**src/rtl/prod_engine_pkg.sv**
```systemverilog
// ---------------------------------------------------------------------------
// prod_engine_pkg
//   Shared types and constants for the signed 16x16 -> 32 product engine.
//   - state_t       : top-level sequencer states
//   - BYTES_PER_PAIR: bytes per operand pair / per stored product
//   - OP_W, PROD_W  : operand and product widths
//   - mag16()       : two's-complement magnitude of a 16-bit operand
// ---------------------------------------------------------------------------
package prod_engine_pkg;

    typedef enum logic [2:0] {
        LOAD,
        MUL,
        FIX,
        STORE,
        DONE
    } state_t;

    localparam int BYTES_PER_PAIR = 4;
    localparam int OP_W           = 16;
    localparam int PROD_W         = 32;

    // -32768 maps to 16'h8000, which is exactly 32768 when read as unsigned,
    // so 16 unsigned bits are enough for every magnitude.
    function automatic logic [OP_W-1:0] mag16(input logic [OP_W-1:0] x);
        return x[OP_W-1] ? (~x + 1'b1) : x;
    endfunction

endpackage

```
**src/rtl/mul16_seq.sv**
```systemverilog
// ---------------------------------------------------------------------------
// mul16_seq
//   Sequential unsigned 16x16 -> 32 shift-add multiplier, one partial
//   product per clock.
//   Ports:
//     Clk, Reset : clock (rising edge), synchronous active-high reset
//     start      : load a (multiplicand) and b (multiplier), begin
//     a, b       : unsigned 16-bit operands
//     busy       : iterations in progress
//     done       : high in the cycle whose edge completes the last iteration
//     prod       : 32-bit product, valid after the done edge
//   Build option: PROD_EARLY_TERM_EN ends the run as soon as the remaining
//   multiplier bits are all zero (at least one iteration).
// ---------------------------------------------------------------------------
module mul16_seq
    import prod_engine_pkg::*;
(
    input  logic              Clk,
    input  logic              Reset,
    input  logic              start,
    input  logic [OP_W-1:0]   a,
    input  logic [OP_W-1:0]   b,
    output logic              busy,
    output logic              done,
    output logic [PROD_W-1:0] prod
);

    logic [PROD_W-1:0] mcand;
    logic [OP_W-1:0]   mplier;
    logic [3:0]        cnt;
    logic              last;

`ifdef PROD_EARLY_TERM_EN
    // Once the bits still to be shifted in are zero, no further adds happen.
    assign last = (cnt == 4'd15) || (mplier[OP_W-1:1] == '0);
`else
    assign last = (cnt == 4'd15);
`endif

    assign done = busy && last;

    // NOTE: state registers use non-blocking assignments so every register
    // samples the pre-edge values, independent of statement order.
    always_ff @(posedge Clk) begin
        if (Reset) begin
            busy   <= 1'b0;
            cnt    <= '0;
            mcand  <= '0;
            mplier <= '0;
            prod   <= '0;
        end else if (start) begin
            busy   <= 1'b1;
            cnt    <= '0;
            mcand  <= PROD_W'(a);
            mplier <= b;
            prod   <= '0;
        end else if (busy) begin
            if (mplier[0]) prod <= prod + mcand;
            mcand  <= mcand << 1;
            mplier <= mplier >> 1;
            cnt    <= cnt + 4'd1;
            if (last) busy <= 1'b0;
        end
    end

endmodule

```
**src/rtl/prod_engine.sv**
```systemverilog
// ---------------------------------------------------------------------------
// prod_engine
//   Memory-port master that walks PAIRS signed 16-bit operand pairs in
//   byte-wide data memory and writes each exact signed 32-bit product back
//   big-endian. 25 cycles per pair: LOAD 4, MUL 16, FIX 1, STORE 4.
//   Ports:
//     Clk       : clock, rising edge
//     Reset     : synchronous active-high; its falling edge starts a run
//     mem_addr  : byte address to data memory
//     mem_rdata : combinational read data for mem_addr
//     mem_wdata : write byte
//     mem_we    : write enable, memory writes on the Clk edge
//     Done      : all products written, held until Reset
//   Build option: PROD_EARLY_TERM_EN (see mul16_seq) shortens MUL.
// ---------------------------------------------------------------------------
module prod_engine
    import prod_engine_pkg::*;
#(
    parameter int PAIRS    = 16,
    parameter int OP_BASE  = 0,
    parameter int RES_BASE = 64,
    parameter int ADDR_W   = 8
) (
    input  logic              Clk,
    input  logic              Reset,
    output logic [ADDR_W-1:0] mem_addr,
    input  logic [7:0]        mem_rdata,
    output logic [7:0]        mem_wdata,
    output logic              mem_we,
    output logic              Done
);

    localparam int JW = (PAIRS > 1) ? $clog2(PAIRS) : 1;

    state_t            state_q, state_d;
    logic [JW-1:0]     j;
    logic [1:0]        k;
    logic [7:0]        a_hi, a_lo, b_hi;
    logic              sign;
    logic [PROD_W-1:0] res;

    logic              mul_start, mul_busy, mul_done;
    logic [PROD_W-1:0] mul_prod;
    logic [OP_W-1:0]   op_a, op_b;

    // The last operand byte is still on mem_rdata when the core starts, so
    // B is assembled from it directly instead of waiting a cycle for B_lo.
    assign op_a = {a_hi, a_lo};
    assign op_b = {b_hi, mem_rdata};

    mul16_seq u_mul (
        .Clk   (Clk),
        .Reset (Reset),
        .start (mul_start),
        .a     (mag16(op_a)),
        .b     (mag16(op_b)),
        .busy  (mul_busy),
        .done  (mul_done),
        .prod  (mul_prod)
    );

    // NOTE: every signal written here gets a default first, so no path
    // leaves a value unassigned and no latch is inferred.
    always_comb begin
        state_d   = state_q;
        mul_start = 1'b0;
        case (state_q)
            LOAD: begin
                if (k == 2'd3) begin
                    state_d   = MUL;
                    mul_start = 1'b1;
                end
            end
            // An idle core in MUL can only mean it already finished.
            MUL:   if (mul_done || !mul_busy) state_d = FIX;
            FIX:   state_d = STORE;
            STORE: begin
                if (k == 2'd3) state_d = (j == JW'(PAIRS - 1)) ? DONE : LOAD;
            end
            DONE:    state_d = DONE;
            default: state_d = LOAD;
        endcase
    end

    always_ff @(posedge Clk) begin
        if (Reset) begin
            state_q <= LOAD;
            j       <= '0;
            k       <= '0;
            a_hi    <= '0;
            a_lo    <= '0;
            b_hi    <= '0;
            sign    <= 1'b0;
            res     <= '0;
        end else begin
            state_q <= state_d;
            case (state_q)
                LOAD: begin
                    case (k)
                        2'd0:    a_hi <= mem_rdata;
                        2'd1:    a_lo <= mem_rdata;
                        2'd2:    b_hi <= mem_rdata;
                        default: sign <= a_hi[7] ^ b_hi[7];
                    endcase
                    k <= k + 2'd1;
                end
                // A zero magnitude product stays zero: no negative zero.
                FIX: res <= (sign && (mul_prod != '0)) ? (~mul_prod + 1'b1) : mul_prod;
                STORE: begin
                    k <= k + 2'd1;
                    if (k == 2'd3 && j != JW'(PAIRS - 1)) j <= j + 1'b1;
                end
                default: ;
            endcase
        end
    end

    // Memory port is decoded from the sequencer state: it shows the reset
    // values (OP_BASE, no write, zero data) whenever the block is in LOAD
    // with j=k=0.
    always_comb begin
        mem_addr  = ADDR_W'(OP_BASE) + ADDR_W'(j) * ADDR_W'(BYTES_PER_PAIR) + ADDR_W'(k);
        mem_we    = 1'b0;
        mem_wdata = '0;
        if (state_q == STORE) begin
            mem_addr = ADDR_W'(RES_BASE) + ADDR_W'(j) * ADDR_W'(BYTES_PER_PAIR) + ADDR_W'(k);
            mem_we   = 1'b1;
            case (k)
                2'd0:    mem_wdata = res[31:24];
                2'd1:    mem_wdata = res[23:16];
                2'd2:    mem_wdata = res[15:8];
                default: mem_wdata = res[7:0];
            endcase
        end
    end

    assign Done = (state_q == DONE);

endmodule

```
**config.mk**
```make
export PLATFORM = sky130hd
export DESIGN_NAME = prod_engine
export DESIGN_NICKNAME = d
export VERILOG_FILES = /design/src/rtl/prod_engine_pkg.sv /design/src/rtl/mul16_seq.sv /design/src/rtl/prod_engine.sv
export SDC_FILE = /design/constraint.sdc
export NUM_CORES = 1
export LEC_CHECK = 0
export BUFFER_PORTS_ARGS = -buffer_cell sky130_fd_sc_hd__buf_2
export CAP_MARGIN = 40
export CORE_MARGIN = 1.5
export CORE_UTILIZATION = 45
export CTS_CLUSTER_DIAMETER = 50
export DETAILED_ROUTE_END_ITERATION = 12
export PLACE_DENSITY_LB_ADDON = 0.1
export SYNTH_ARGS = -nofsm -noshare
export SYNTH_HDL_FRONTEND = slang
export SYNTH_SLANG_ARGS = --single-unit
```
**constraint.sdc**
```tcl
create_clock -name Clk -period 7.5 [get_ports Clk]
set_clock_uncertainty 0.1 [all_clocks]
set_input_delay 0.75 -clock Clk [delete_from_list [all_inputs] [get_ports Clk]]
set_output_delay 0.75 -clock Clk [all_outputs]
set_load 0.005 [all_outputs]
```
# After elaboration in Yosys (flattened, before gate mapping)
# Cells that the tools add are included.
classes:
  addsub: 10
  mul: 0
  div: 0
  magnitude_cmp: 0
  eq_ne: 13
  shift: 0
  mux: 21
  bitwise: 5
  reduce_logical: 19
op_table:
  columns: ["cell", "count"]
  rows:
  - ["16-bit two-way mux", 6]
  - ["16-bit by 1-bit adder with 16-bit output (second input constant)", 2]
  - ["32-bit by 1-bit adder with 32-bit output (second input constant)", 1]
  - ["32-bit adder", 1]
  - ["32-bit two-way mux", 1]
  - ["16-bit inverter", 2]
  - ["32-bit inverter", 1]
  - ["32-bit nonzero test", 1]
  - ["8-bit case mux with 3 select lines", 1]
  - ["8-bit two-way mux", 2]
  - ["3-bit case mux with 5 select lines", 1]
  - ["3-bit two-way mux", 4]
  - ["2-bit AND reduction", 6]
  - ["4-bit by 1-bit adder with 4-bit output (second input constant)", 2]
  - ["7-bit by 6-bit adder with 8-bit output (first input constant)", 1]
  - ["8-bit by 2-bit adder with 8-bit output", 1]
  - ["4-bit == test (second input constant)", 2]
  - ["6-bit by 2-bit adder with 7-bit output", 1]
  - ["3-bit by 2-bit == test with 1-bit output (second input constant)", 2]
  - ["1-bit two-way mux", 6]
  - ["2-bit != test (second input constant)", 3]
  - ["2-bit == test (second input constant)", 2]
  - ["4-bit != test (second input constant)", 1]
  - ["2-bit OR reduction", 2]
  - ["14 further kinds", 16]
totals:
  register_bits: 151
  latch_bits: 0
  ramBits: 0
  romBits: 0
  input_bits: 10
  out_inout_bits: 18
  wordCells: 82
  mem_count: 0

# Depth between registers and ports, before layout
logic_depth:
  depth_word: 5
  depth_mapped: 11
  depth_no_buf: 10

# Modules after synthesis
# Synthesis repeated with hierarchy kept, for this count alone.
hier_totals:
  cells_unflattened: 1148
  hier_area_um2: 9067.4
by_module_without_submodules:
  columns: ["mod", "n_inst", "cells_each", "area_per_inst_um2", "seq_area_each_um2"]
  rows:
  - ["mul16_seq", 1, 608, 4919.7, 1701.6]
  - ["prod_engine", 1, 540, 4147.7, 1321.3]

# Least setup slack after synthesis
# Ideal clock, no wire load.
synth_timing:
  path_type: "register -> register"
  start: "reg u_mul.prod[6]"
  end: "reg res[27]"
  setup_ps: 86
  arrival_time_ps: 2542
  required_time_ps: 7314
  slack_ps: 4773
  stages_incl_launch_ff: 8
  n_path_buf: 0
  period_less_slack_ps: 2727
  cell_sequence: "dfxtp_1 -> or3_1 -> or4_4 -> or4_4 -> or3_4 -> o41ai_2 -> xor2_1 -> a211oi_1"
synth_between:
  elab_chain_len: 3
  word_cells_on_any_way: 5
  classes_between: "add/sub (1); mux (1); bitwise (1); reduce/logical (2)"
synth_rtl:
  columns: ["element", "line_no", "source"]
  rows:
  - ["start, declared", "mul16_seq.sv:25", "output logic [PROD_W-1:0] prod"]
  - ["start signal, assigned", "mul16_seq.sv:58", "if (mplier[0]) prod <= prod + mcand;"]
  - ["32-bit inverter or 32-bit nonzero test (tied branches)", "prod_engine.sv:108", "FIX: res <= (sign && (mul_prod != '0)) ? (~mul_prod + 1'b1) : mul_prod;"]
  - ["32-bit by 1-bit adder with 32-bit output or 1-bit logical AND (tied branches)", "prod_engine.sv:108", null]
  - ["32-bit two-way mux (*)", "prod_engine.sv:108", null]
  - ["end signal, assigned", "prod_engine.sv:108", null]
  - ["end, declared", "prod_engine.sv:40", "logic [PROD_W-1:0] res;"]
# Mark *: on every way between the ends. The rest lies on a longest branch, timed or not.
# A chain may end at the register's enable or synchronous reset.

# Final worst setup path
layout_timing:
  start: "reg u_mul.prod[0]"
  end: "reg u_mul.prod[30]"
layout_between:
  elab_chain_len: 1
layout_rtl:
  columns: ["element", "line_no"]
  rows:
  - ["32-bit adder", "mul16_seq.sv:58"]
# Every way passes these cells.

==> flow_metrics.py <==
metrics = {
    "die": {
        "die_area_sq_um": 20300,
        "ioPinCount": 28,
        "initial_utilization_pct": 46.4,
        "die_x_um": 143,
        "placeableCoreArea_sq_um": 18900,
        "num_rows": 50,
        "fp.dieH_um": 143,
    },
    "critical_path": {
        "arrival_ns": 3.38,
        "worstReg2RegEnd": "u_mul.prod[30]",
        "cp_max_fo": 5,
        "r2r-start": "u_mul.prod[0]",
        "start_kind": "register",
        "cp.required_ns": 7.71,
        "path_class": "reg2reg",
        "cp-end-kind": "register",
        "worstSetupStartpoint": "u_mul.prod[0]",
        "reg2reg_slack_ns": 4.32,
        "r2r_cells": 10,
    },
    "synth": {
        "synth_cells": 1102,
        "ys_top_cells_by_area": "dfxtp_1 34%, nand2_1 6.9%, a21oi_1 6.3%",
        "synth_seq_cells": 151,
        "synth-main-ff-cell": "dfxtp_1",
        "synth-edff-count": 0,
        "synthDistinctLibCells": 62,
        "synth-async-reset-ratio_pct": 0,
        "yosysWarnings": 0,
        "synth_nets": 1153,
        "syn_area_sq_um": 8770,
        "yosysSeqAreaShare_pct": 34.5,
        "yosysTopAreaCell": "dfxtp_1",
        "synth_top_cell_area_share_pct": 34.5,
        "synth_area_per_cell_sq_um": 7.95,
    },
    "clock_tree": {
        "cts_setup_buffers": 0,
        "post_cts_resized": 0,
        "holdBufCountCts": 0,
        "cts_htree_levels": 4,
        "cts_buffers": 17,
        "clockBufferDepth": 2,
        "path_clk_slew_ns": 0.06,
        "clock_sinks": 151,
        "clk_latency_ns": 0.43,
        "root_buffer": "clkbuf_16",
        "cts_tree": "built",
    },
    "global_route": {
        "grt.total_usage_pct": 22.6,
        "grt_overflow": 0,
        "grt_max_degree": 64,
        "first_global_vias": 6976,
        "grt_pass1_wl_um": 36600,
        "antenna_found_initial": 0,
    },
    "route": {
        "remaining_drc_errors": 0,
        "wirelength_um": 22100,
        "dr_total_vias": 7568,
        "drt-initial-drc-count": 507,
        "wl_per_cell_um": 16.3,
        "vias_per_cell": 5.57,
        "ant_nets": 0,
        "first_pass_iters": 5,
    },
    "worst_hold_path": {
        "hold_depth": 2,
        "hold_path.class": "reg2reg",
        "holdCritStartpoint": "res[30]",
        "hold_end": "res[30]",
    },
    "power": {
        "leakage_nw": 3.70,
        "powerDensity_nw_per_um2": 274,
        "ir_worst_vdd_mv": 0.170,
    },
    "placed_design": {
        "port-buffer-count": 26,
        "dp_hpwl_um": 15700,
        "routabilityCongestion": 0.859,
        "preCtsSetupSlack_ns": 4.39,
    },
    "status": {
        "status": "completed",
    },
    "finish": {
        "layout.nets": 1136,
        "nFillCells": 1865,
        "area_growth_pct": 10.5,
        "drive_gt1_share_pct": 7.47,
        "diodes": 0,
        "fin_util_pct": 51.3,
    },
    "sta": {
        "max-slew-margin-rel_pct": 45.1,
        "slew_violations": 0,
        "final.setup.tns_ns": 0,
        "finalHoldViolCount": 0,
        "min_period_ns": 3.18,
        "max_freq_mhz": 315,
        "tightestPinTransition_ns": 0.817,
        "fin_ws_ns": 4.32,
        "setup_viol": 0,
        "min_period_over_period_pct": 42.4,
        "rsz0062_at_grt": "no",
    },
    "run": {
        "drv_cap": 0,
    },
}
==> cell usage after synthesis (3+ instances only) <==
cell	instances
nand2_1	160
dfxtp_1	151
nor2_1	125
a21oi_1	110
a211oi_1	59
clkbuf_1	58
xnor2_1	54
mux2i_1	49
ha_1	40
xor2_1	34
o21ai_0	30
nand3_1	22
inv_1	20
o31ai_1	18
nor3_1	16
a21o_1	14
or3_1	11
a31oi_1	10
and2_1	9
a222oi_1	8
nand4_1	8
buf_1	7
o211ai_1	6
nand2b_1	5
nor2b_1	5
nor4_1	4
o41ai_1	4
or2_2	4
or4_1	4
a21boi_0	3
buf_2	3
nand3b_1	3
nor3b_1	3
o211a_1	3
o21a_1	3
o21ai_1	3
o21bai_1	3
==> worst max path at each step <==
stage                           endpoint  slack (ns)  cells after the start
final                     u_mul.prod[30]        4.32                     10
after global routing             res[18]        4.02                      8
after CTS                 u_mul.prod[30]        4.37                     10
after detailed placement  u_mul.prod[30]        4.39                     10
after global placement    u_mul.prod[29]        4.37                      9
after floorplan                  res[27]        4.77                      7
==> logic make-up (layout without fill, tap and decap cells) <==
kind of cell / after synthesis / count (layout) / share of synthesized area (%)
AO/OA/AOI/OAI: 289 / 289 / 21.3
XOR/XNOR: 88 / 88 / 8.79
adder cells (fa/ha/maj): 41 / 41 / 5.94
buffers and inverters: 91 / 87 / 4.04
flip-flops: 151 / 151 / 34.5
multiplexers: 49 / 49 / 5.60
other: 1 / 1 / 0.0428
AND/OR/NAND/NOR: 392 / 392 / 19.8
==> layout by cell type, fill, tap and decap left out, drive strengths merged, types with 6 or more instances in the layout <==
master  synthesis  final
dfxtp         151    151
o211ai          6      6
a31oi          10     10
a211oi         59     59
clkbuf         59     18
a222oi          8      8
nor2          125    125
nand2         160    160
and2           10     10
nand3          22     22
or3            12     12
inv            20     28
xnor2          54     54
buf            12     35
xor2           34     34
nor3           17     17
o21ai          33     33
mux2i          49     49
a21oi         110    110
nand4           8      8
ha             40     40
a21o           14     14
o31ai          19     19
or4             6      6
==> critical path, cell delays in order, from the launching register on <==
cell and delay, ns:
dfxtp_1 0.36, ha_1 0.25, fa_1 0.41, a21oi_1 0.27, o211ai_1 0.16, a21oi_1 0.29, o31ai_1 0.21, a221oi_1 0.56
o31ai_1 0.20, xnor2_1 0.16, o21ai_0 0.08
==> per-layer routing <==
layer,part of all wire (%),track usage (%),vias up
met3,4.1,3.20,19
met1,53,34.4,3514
met4,1.1,5.86,0
met2,42,33.2,151
li1,-,-,3884
met5,0,0,-
==> power by group <==
group / internal [mW] / switching [mW] / leakage, nW / total, mW
registers: 0.913 / 0.114 / 1.22 / 1.03
clock network: 0.577 / 0.376 / 0.313 / 0.953
logic: 0.261 / 0.411 / 2.17 / 0.671
total: 1.75 / 0.900 / 3.70 / 2.65
==> layout make-up <==
class	instances	area [sq um]	area share, %
clock buffers	18	439	4.53
clock inverters	14	210	2.17
inverters	20	75.1	0.775
multi-input cells	860	5400	55.7
flip-flops and latches	151	3020	31.2
well taps	260	325	3.36
repair buffers	35	216	2.23
==> state kept, by name, indices dropped and copies added (netlist names) <==
register and flops:
a_hi 8, a_lo 8, res 32, u_mul.cnt 4, state_q 3, j 4
k 2, b_hi 8, sign 1, u_mul.mplier 16, u_mul.mcand 32, u_mul.prod 32
u_mul.busy 1
==> through the flow <==
step	instances	area [sq um]	hold slack (ns)	power, mW
after CTS	1358	9690	0.357	2.67
after global routing	1358	9690	0.377	2.81
after global placement	1324	9010	0.344	1.70
after floorplan	1102	8770	0.331	1.54
after detailed placement	1326	9040	0.349	1.71
final	1358	9690	0.359	2.65
Note: power is estimated with default switching activity, not from simulation.
